### config.mk
export PLATFORM = sky130hd
export DESIGN_NAME = risc16_control_unit
export DESIGN_NICKNAME = d
export VERILOG_FILES = /design/src/rtl/risc16_control_unit.sv
export SDC_FILE = /design/constraint.sdc
export NUM_CORES = 1
export LEC_CHECK = 0
export CAP_MARGIN = 20
export CORE_ASPECT_RATIO = 1.5
export CORE_UTILIZATION = 37
export DETAILED_ROUTE_END_ITERATION = 12
export HOLD_SLACK_MARGIN = 0.08
export PLACE_DENSITY = 0.79
export SLEW_MARGIN = 0
export SYNTH_ARGS = -nofsm -noshare
export SYNTH_HDL_FRONTEND = slang
export SYNTH_SLANG_ARGS = --single-unit
### constraint.sdc
create_clock -name CLK100MHZ -period 1.7 [get_ports CLK100MHZ]
set_input_delay 0.425 -clock CLK100MHZ [delete_from_list [all_inputs] [get_ports CLK100MHZ]]
set_output_delay 0.425 -clock CLK100MHZ [all_outputs]
set_load 0.01 [all_outputs]
### src/rtl/risc16_control_unit.sv
// risc16_control_unit: instruction register, clock-enable divider and the
// fetch/decode/execute sequencer driving the PC, memory bank and datapath.
module risc16_control_unit #(
    parameter int unsigned TICK_DIV = 4
) (
    input  logic        CLK100MHZ,
    input  logic        rst_n,
    input  logic [15:0] mb_data_in,
    input  logic        dp_zf_flag,
    output logic        slow_tick,
    output logic [15:0] ir_inst,
    output logic        pc_clear,
    output logic        pc_inc,
    output logic        pc_load,
    output logic        ir_load,
    output logic        mb_sel,
    output logic [7:0]  mb_addr,
    output logic        mb_read,
    output logic        mb_write,
    output logic [7:0]  dp_imm,
    output logic [1:0]  dp_sel,
    output logic [3:0]  dp_write_addr,
    output logic        dp_write,
    output logic [3:0]  dp_a_addr,
    output logic [3:0]  dp_b_addr,
    output logic        dp_a_read,
    output logic        dp_b_read,
    output logic [3:0]  dp_alu_sel,
    output logic [3:0]  state
);

    localparam int unsigned CNT_W = (TICK_DIV > 1) ? $clog2(TICK_DIV) : 1;
    localparam logic [CNT_W-1:0] CNT_MAX = CNT_W'(TICK_DIV - 1);

    typedef enum logic [3:0] {
        S_INIT   = 4'd0,
        S_FETCH  = 4'd1,
        S_DECODE = 4'd2,
        S_LOAD   = 4'd3,
        S_STORE  = 4'd4,
        S_LOADI  = 4'd5,
        S_ALU    = 4'd6,
        S_JMPZ   = 4'd7,
        S_JMP    = 4'd8
    } state_e;

    logic [CNT_W-1:0] cnt_q, cnt_d;
    state_e           state_q, state_d;
    logic [15:0]      ir_q, ir_d;

    // Divider count: wraps at TICK_DIV-1, the tick cycle.
    always_comb begin
        cnt_d = (cnt_q == CNT_MAX) ? '0 : cnt_q + CNT_W'(1);
    end

    assign slow_tick = (cnt_q == CNT_MAX);

    // Next state: advances only on the tick cycle.
    always_comb begin
        state_d = state_q;
        if (slow_tick) begin
            case (state_q)
                S_INIT:   state_d = S_FETCH;
                S_FETCH:  state_d = S_DECODE;
                S_DECODE: begin
                    case (ir_q[15:12])
                        4'h0:    state_d = S_LOAD;
                        4'h1:    state_d = S_STORE;
                        4'h2:    state_d = S_LOADI;
                        4'h3:    state_d = S_JMPZ;
                        default: state_d = S_ALU;
                    endcase
                end
                S_LOAD, S_STORE, S_LOADI, S_ALU, S_JMP: state_d = S_FETCH;
                S_JMPZ:   state_d = dp_zf_flag ? S_JMP : S_FETCH;
                default:  state_d = S_INIT;
            endcase
        end
    end

    // IR captures memory data on the fetch strobe, otherwise holds.
    always_comb begin
        ir_d = ir_load ? mb_data_in : ir_q;
    end

    // Divider, state and IR registers.
    always_ff @(posedge CLK100MHZ or negedge rst_n) begin
        if (!rst_n) begin
            cnt_q   <= '0;
            state_q <= S_INIT;
            ir_q    <= 16'h0000;
        end else begin
            cnt_q   <= cnt_d;
            state_q <= state_d;
            ir_q    <= ir_d;
        end
    end

    assign ir_inst = ir_q;
    assign state   = state_q;
    assign mb_addr = ir_q[7:0];
    assign dp_imm  = ir_q[7:0];

    // Per-state selects/addresses; strobes gated to the last cycle of the dwell.
    always_comb begin
        pc_clear      = 1'b0;
        pc_inc        = 1'b0;
        pc_load       = 1'b0;
        ir_load       = 1'b0;
        mb_sel        = 1'b0;
        mb_read       = 1'b0;
        mb_write      = 1'b0;
        dp_sel        = 2'd0;
        dp_write_addr = 4'd0;
        dp_write      = 1'b0;
        dp_a_addr     = 4'd0;
        dp_b_addr     = 4'd0;
        dp_a_read     = 1'b0;
        dp_b_read     = 1'b0;
        dp_alu_sel    = 4'd0;
        case (state_q)
            S_INIT: pc_clear = slow_tick;
            S_FETCH: begin
                mb_read = 1'b1;
                ir_load = slow_tick;
                pc_inc  = slow_tick;
            end
            S_LOAD: begin
                mb_sel        = 1'b1;
                mb_read       = 1'b1;
                dp_sel        = 2'd1;
                dp_write_addr = ir_q[11:8];
                dp_write      = slow_tick;
            end
            S_STORE: begin
                mb_sel    = 1'b1;
                dp_a_addr = ir_q[11:8];
                dp_a_read = 1'b1;
                mb_write  = slow_tick;
            end
            S_LOADI: begin
                dp_sel        = 2'd2;
                dp_write_addr = ir_q[11:8];
                dp_write      = slow_tick;
            end
            S_ALU: begin
                dp_sel        = 2'd0;
                dp_write_addr = ir_q[11:8];
                dp_a_addr     = ir_q[7:4];
                dp_b_addr     = ir_q[3:0];
                dp_a_read     = 1'b1;
                dp_b_read     = 1'b1;
                dp_alu_sel    = ir_q[15:12];
                dp_write      = slow_tick;
            end
            S_JMPZ: begin
                dp_a_addr  = ir_q[11:8];
                dp_a_read  = 1'b1;
                dp_alu_sel = 4'd0;
            end
            S_JMP: pc_load = slow_tick;
            default: ;
        endcase
    end

endmodule

==> Word level (Yosys, flattened, before mapping) <==
Cells that the tools add are included.
{ "totals": {"mem_count": 0, "reg_bits": 22, "word_cells": 42, "in_bits": 19, "latch_bits": 0, "mem_bits_ro": 0, "out_inout_bits": 65, "ramBits": 0} }
{ "op_classes": {"n_lt_le_gt_ge": 0, "bitwise": 0, "addsub": 1, "reduce_logical": 8, "n_mul": 0, "n_mux": 18, "shifts": 0, "n_eq_ne": 12, "div_mod_pow": 0} }
{ "ops": {"columns": ["cell", "n"], "rows": [
  ["$eq 4x2->1 const B", 4],
  ["$eq 4x3->1 const B", 4],
  ["$mux 4", 4],
  ["$pmux 4 s4", 1],
  ["$pmux 3 s4", 1],
  ["$mux 1", 9],
  ["$eq 4x1->1 const B", 2],
  ["$logic_not 4->1", 2],
  ["$pmux 4 s2", 1],
  ["$reduce_or 2->1", 3],
  ["$reduce_or 3->1", 2],
  ["$reduce_or 6->1", 1],
  ["$eq 4x4->1 const B", 1],
  ["$pmux 2 s2", 1],
  ["$add 2x1->2 const B", 1],
  ["$eq 2x2->1 const B", 1],
  ["$mux 2", 1]
]} }

==> Depth between registers and ports, before layout <==
Gate-level depths: netlist (run 1).
{ "logic_depth": {"word_depth": 3, "depth_mapped": 6, "mapped_depth_nobuf": 4} }

==> Worst setup path before layout (run 1) <==
OpenSTA, ideal clock, no wires.
{ "synth_timing": {"path_type": "reg-to-output", "start": "register state_q[0] (netlist: state[0])", "end": "output port dp_alu_sel[1]", "path_buffers": 1, "setup_slack_ps": -25, "path_stages_with_launch": 5, "required_ps": 1275, "t_arrival_ps": 1300, "cell_sequence": "dfrtp_1 > buf_4 > nand2b_1 > nor2_1 > and2_1"} }
{ "synth_between": {"elab_chain_len": 2} }
{ "synth_lines": {"columns": ["element", "line", "text"], "rows": [
  ["start, declared", "48", "state_e state_q, state_d;"],
  ["start signal, assigned", "94", "state_q <= state_d;"],
  ["$eq 4x3->1", "121", "case (state_q)"],
  ["$mux 4", "121", null],
  ["end, declared", "28", "output logic [3:0] dp_alu_sel,"]
]} }
Every way passes these cells.

==> Final worst setup path (run 1) <==
{ "layout_timing": {"start": "register state_q[2] (netlist: state[2])", "end": "output port dp_write_addr[2]"} }
{ "layout_between": {"elab_chain_len": 3, "word_cells_on_any_way": 5, "cone_classes": "eq/ne: 3; mux: 1; reduce/logical: 1"} }
{ "layout_lines": {"columns": ["element", "line", "text"], "rows": [
  ["$eq 4x2->1 or $eq 4x3->1 (tied branches)", "121", null],
  ["$reduce_or 3->1 (no source line) (*)", null, null],
  ["$mux 4 (*)", "121", null],
  ["end, declared", "22", "output logic [3:0] dp_write_addr,"]
]} }
Every way passes the cells marked *; elsewhere a longest branch is shown, timed or not.

==> reports/metrics.csv, run 1 <==
metric,value,unit
status,finished with violations,
violations,negative setup slack,
max_slew_margin,75.1,%
post-route-period-util,118,%
clk_latency,260,ps
fmax,0.500,GHz
synthSimpleGateAreaFrac,18.7,%
cts_tree,built,
pwr-share-seq,20.9,%
cts.sinks,22,
wl,4300,um
synthTopCellsByCount,"dfrtp_1, buf_4, nor2_1, and2_1, mux2_2",
track_usage,21.5,%
drive_above_1_share,52.0,%
cp.arrival,1580,ps
initial_utilization,38.6,%
syn_nets,161,
holdBufCountCts,0,
num_io_pins,84,
first_global_vias,1405,
ant_nets,0,
power_switching_share,37.9,%
cp_cell_sequence,buf_6 > xnor2_4 > a211oi_4 > and2_1 > buf_2,
p_leak,1.40,nW
syn_to_final_growth,90.0,%
die_y,77.6,um
criticalPathCategory,register to output port,
vias,1420,
via_per_inst,4.78,
finClkSkew,3.23,ps
synthAdderAreaFrac,0.888,%
yosys_warnings,0,
cp.required,1270,ps
path_clk_slew,80,ps
path_max_fanout,5,
power.internal,2.94,mW
gp_congestion,0.760,
start_kind,register,
yosysSeqAreaShare,39.1,%
powerDensity,1770,nW/um^2
grt_max_degree,23,
worst_path_max_delay_cell,dfrtp_1,
synth_edf_count,0,
hold_class,input pin to asynchronous set/reset pin,
synthCells,141,
hold_ws,506,ps
cts_buffers,3,
row_count,27,
comb_power_share,71.0,%
drt_iter0_markers,25,
synth_flop_cell,dfrtp_1,
fillers,261,
clock_tree.buffer_depth,2,
grt_util_met1,23.2,%
placedCellCount,273,
r2r_end,state[1],
antenna_found_initial,0,
die_width,52.4,um
hpwl,2650,um
synthMuxAreaShare,18.6,%
async_reset_ff_share,100,%
setup_ws,-301,ps
slowest_delay,420,ps
synth_top_area_cell,dfrtp_1,
pwr-share-clk,8.1,%
met2_usage,38.7,%
hold_viol,0,
report.final.slew_viol_count,0,
rsz0062_at_grt,yes,
diodes,0,
crit_path_end_kind,output port,
finalCriticalPeriod,2000,ps
final_area,2680,um^2
drt_pre_antenna_iters,4,
port_buffers,83,
grtUsageMet3,3.53,%
cts_root_buf,clkbuf_8,
postPlaceCellArea,2350,um^2
grt_overflow,0,
route.detailed.drc,0,
grt_pass1_wl,6550,um
avgSynthCellArea,9.99,um^2
synth_top_area_share,39.1,%
avgRoutedWirePerCell,14.5,um
power.switching,1.79,mW
reg2reg_slack,-80,ps
ys_ff_latch,22,
worst_slew_pin_slew,369,ps
syn_area,1410,um^2
synth-xor-area-share,1.24,%
power,4.73,mW
finalNonFillerCells,297,
ys_types,32,
nets,275,
die_area,4060,um^2
finalSetupViolCount,30,
synthTopCellsByArea,"dfrtp_1, buf_4, mux2_4",
synth_top_family_by_area,simple AND/OR/NAND/NOR gates,
grt-busiest-layer,met2,
r2r_start,state[2],
synth_compound_area_share,8.08,%
core-area,3650,um^2
ir_drop,1.19,mV
yosysMostFrequentCell,dfrtp_1,
drv_cap,0,
cts-htree-levels,1,
r2r_cells,8,
setup_tns,-5300,ps
==> state kept, by name, indices dropped and copies added (netlist names) <==
register,cells
ir_inst,16
cnt_q,2
state,4
==> area by class of cell <==
type	instances	area [um^2]	area share (%)
clock buffers	4	55.1	2.06
inverters	4	17.5	0.655
multi-input cells	90	790	29.5
flip-flops and latches	22	556	20.8
well taps	43	53.8	2.01
repair buffers	134	1200	45.0
==> per-layer routing <==
layer  vias to the layer above  wire length [um]
met4                         0               100
met3                        12               198
met1                       666              1610
met2                        56              2390
met5                         -                 0
li1                        686                 -
==> cells in the final DEF (no fill, tap or decap), drive strengths merged <==
cell and instances:
o311ai 1, mux2 17, o21ai 3, and2 13, nand3b 1, or2 2, ha 1, a31oi 3
clkbuf 6, nand2 4, a21oi 5, xnor2 2, nor2b 1, nor4 1, nand2b 2, o31a 2
nor2 18, o32ai 1, nand3 2, a211oi 2, inv 4, clkdlybuf4s50 31, mux2i 4, buf 79
dlymetal6s2s 15, dfrtp 22, nor3 5, dlygate4sd2 7
==> power by group through the flow <==
stage,logic (mW),registers [mW],clock network [mW]
after floorplan,1.38,1.10,0
after global placement,2.89,1.00,0
after detailed placement,2.92,1.01,0
after CTS,3.07,0.987,0.386
after global routing,3.60,1.03,0.415
final,3.36,0.989,0.385
==> stage by stage <==
step                utilization (%)  worst slack (ps)
floorplan                         -              5.88
global placement               64.5              -284
detailed placement             64.5              -319
CTS                            68.0              -243
global route                   73.4              -368
finish                         73.4              -301
==> worst max-delay path, delay by kind of cell (launching register included) <==
family	cells	cell delay [ps]
flops	1	420
compound gates	1	300
buf+inv	2	270
simple gates	1	170
xor+xnor	1	140
==> kinds of logic (layout without fill, tap and decap cells) <==
family / after synthesis / count (layout)
compound gates: 17 / 17
xor+xnor: 2 / 2
fa+ha+maj: 1 / 1
buf+inv: 29 / 142
flops: 22 / 22
mux: 21 / 21
simple gates: 49 / 49
==> timing repair <==
| action | in CTS | in global routing |
|---|---|---|
| pin swaps | 15 | 16 |
| gates resized for setup | 147 | 48 |
| setup buffers | 15 | 7 |
| endpoints found under the setup margin | 41 | 47 |
| endpoints found under the hold margin | 0 | 0 |
==> worst max path at each step <==
stage,depth (start not counted),startpoint,slack [ps],endpoint
finish,5,state[2],-300,dp_write_addr[2]
detailed placement,4,state[1],-320,dp_write_addr[2]
global placement,4,state[1],-280,dp_write
global route,5,state[2],-370,dp_write_addr[1]
floorplan,4,cnt_q[0],6,pc_load
CTS,5,state[1],-240,dp_write_addr[2]
Note: power is estimated with default switching activity, not from simulation.
==> run 2, diff against run 1 <==
--- a/config.mk
+++ b/config.mk
@@ -11,6 +11,7 @@
 export DETAILED_ROUTE_END_ITERATION = 12
 export HOLD_SLACK_MARGIN = 0.08
 export PLACE_DENSITY = 0.79
+export SKIP_CTS_REPAIR_TIMING = 1
 export SLEW_MARGIN = 0
 export SYNTH_ARGS = -nofsm -noshare
 export SYNTH_HDL_FRONTEND = slang
==> reports/metrics.csv, run 2 (synthesis results as in run 1) <==
metric,value,unit,change
status,finished with violations,,unchanged
violations,negative setup slack,,unchanged
cp.arrival,1610,ps,was 1580 ps
drt_iter0_markers,19,,was 25
cts_buffers,3,,unchanged
core-area,3650,um^2,unchanged
rsz0062_at_grt,yes,,unchanged
vias,1360,,was 1420
grt_overflow,0,,unchanged
route.detailed.drc,0,,unchanged
start_kind,register,,unchanged
setup_ws,-331,ps,was -301 ps
cts.sinks,22,,unchanged
power.switching,1.69,mW,was 1.79 mW
drv_cap,0,,unchanged
clock_tree.buffer_depth,2,,unchanged
die_width,52.4,um,unchanged
nets,267,,was 275
hold_class,input pin to asynchronous set/reset pin,,unchanged
hold_ws,511,ps,was 506 ps
ir_drop,1.16,mV,was 1.19 mV
die_y,77.6,um,unchanged
report.final.slew_viol_count,0,,unchanged
power_switching_share,37.4,%,was 37.9%
crit_path_end_kind,output port,,unchanged
worst_slew_pin_slew,342,ps,was 369 ps
criticalPathCategory,register to output port,,unchanged
post-route-period-util,119,%,was 118%
drt-met1-wl,1560,um,was 1610 um
drive_above_1_share,45.5,%,was 52.0%
row_count,27,,unchanged
via_per_inst,4.71,,was 4.78
wl_met3,172,um,was 198 um
dr.max_layer_used,met4,,unchanged
gp_congestion,0.760,,unchanged
cts-htree-levels,1,,unchanged
finalCriticalPeriod,2030,ps,was 2000 ps
comb_power_share,69.3,%,was 71.0%
mostFrequentLayoutCells,"buf_4, clkdlybuf4s50_1, dlymetal6s2s_1, dfrtp_1, nor2_1",,"was buf_4, clkdlybuf4s50_1, buf_6, dfrtp_1, buf_2"
num_io_pins,84,,unchanged
syn_to_final_growth,81.3,%,was 90.0%
diodes,0,,unchanged
track_usage,18.8,%,was 21.5%
hold_viol,0,,unchanged
pre_cts_ws,-319,ps,unchanged
finClkSkew,3.02,ps,was 3.23 ps
postPlaceCellArea,2350,um^2,unchanged
power.internal,2.83,mW,was 2.94 mW
antenna_found_initial,0,,unchanged
powerDensity,1770,nW/um^2,about the same
port_buffers,83,,unchanged
clk_latency,270,ps,was 260 ps
path_max_fanout,5,,unchanged
p_leak,1.45,nW,was 1.40 nW
initial_utilization,38.6,%,unchanged
avgRoutedWirePerCell,13.9,um,was 14.5 um
first_global_vias,1273,,was 1405
fmax,0.492,GHz,was 0.500 GHz
pwr-share-clk,8.5,%,was 8.1%
finalSetupViolCount,29,,was 30
hpwl,2650,um,unchanged
max_slew_margin,76.9,%,was 75.1%
cts_root_buf,clkbuf_8,,unchanged
grt_max_degree,23,,unchanged
met2_wirelength,2230,um,was 2390 um
largest_reg_flops,16,,unchanged
final_area,2550,um^2,was 2680 um^2
path_clk_slew,80,ps,about the same
cp.required,1270,ps,about the same
cts_tree,built,,unchanged
grt_pass1_wl,5780,um,was 6550 um
die_area,4060,um^2,unchanged
pwr-share-seq,22.2,%,was 20.9%
drt_pre_antenna_iters,5,,was 4
mostFrequentLayoutCell,buf_4,,unchanged
wl,4010,um,was 4300 um
ant_nets,0,,unchanged
setup_tns,-4770,ps,was -5300 ps
power,4.52,mW,was 4.73 mW
-- run 2: cell types whose count changed in the layout (fill, tap and decap cells not counted), moves of 2 or more --
cell	change
buf_6	-12
and2_4	-5
clkbuf_2	+10
dlygate4sd2_1	-7
buf_4	-3
clkdlybuf4s50_1	+2
dlymetal6s2s_1	+11
buf_2	-8
and2_1	+5
-- run 2: final timing paths --
check,from,endpoint,slack (ps),depth (start not counted)
hold reg to reg,cnt_q[1],cnt_q[1],540,1
hold / removal,rst_n,ir_inst[10],510,2
min in group CLK100MHZ,cnt_q[1],cnt_q[1],540,1
setup / recovery,state[1],dp_write,-330,6
setup reg to reg,state[0],ir_inst[5],90,6
max in group asynchronous,rst_n,ir_inst[13],940,2
-- run 2: area by class of cell --
class                           instances  area (um^2)
Clock buffer                            4         55.1
Fill cell                             270         1090
Inverter                                4         17.5
Multi-Input combinational cell         90          737
Sequential cell                        22          557
Tap cell                               43         53.8
Timing Repair Buffer                  126         1130
-- run 2: routing by layer --
| metal | vias up | global-route usage (%) |
|---|---|---|
| met5 | - | 0 |
| met4 | 0 | 5.53 |
| met3 | 5 | 2.94 |
| met2 | 46 | 33.0 |
| met1 | 638 | 22.5 |
| li1 | 671 | - |
-- run 2: power groups by stage --
| stage | sequential [mW] | combinational (mW) | clock [mW] |
|---|---|---|---|
| after floorplan | 1.10 | 1.38 | 0 |
| final | 1.01 | 3.14 | 0.383 |
| after detailed placement | 1.01 | 2.92 | 0 |
| after global placement | 1.00 | 2.89 | 0 |
| after global routing | 1.05 | 3.35 | 0.411 |
| after CTS | 1.00 | 2.94 | 0.386 |
-- run 2: critical path: stages (launching register included) --
cell and delay [ps]:
dfrtp_2 450, buf_6 130, xnor2_2 120, a211oi_2 240, buf_4 170, and2_4 140
buf_6 90
-- run 2: stage by stage --
stage	utilization [%]	instances
finish	70.0	289
global route	70.0	289
CTS	66.0	277
detailed placement	64.5	273
global placement	64.5	273
floorplan	-	141
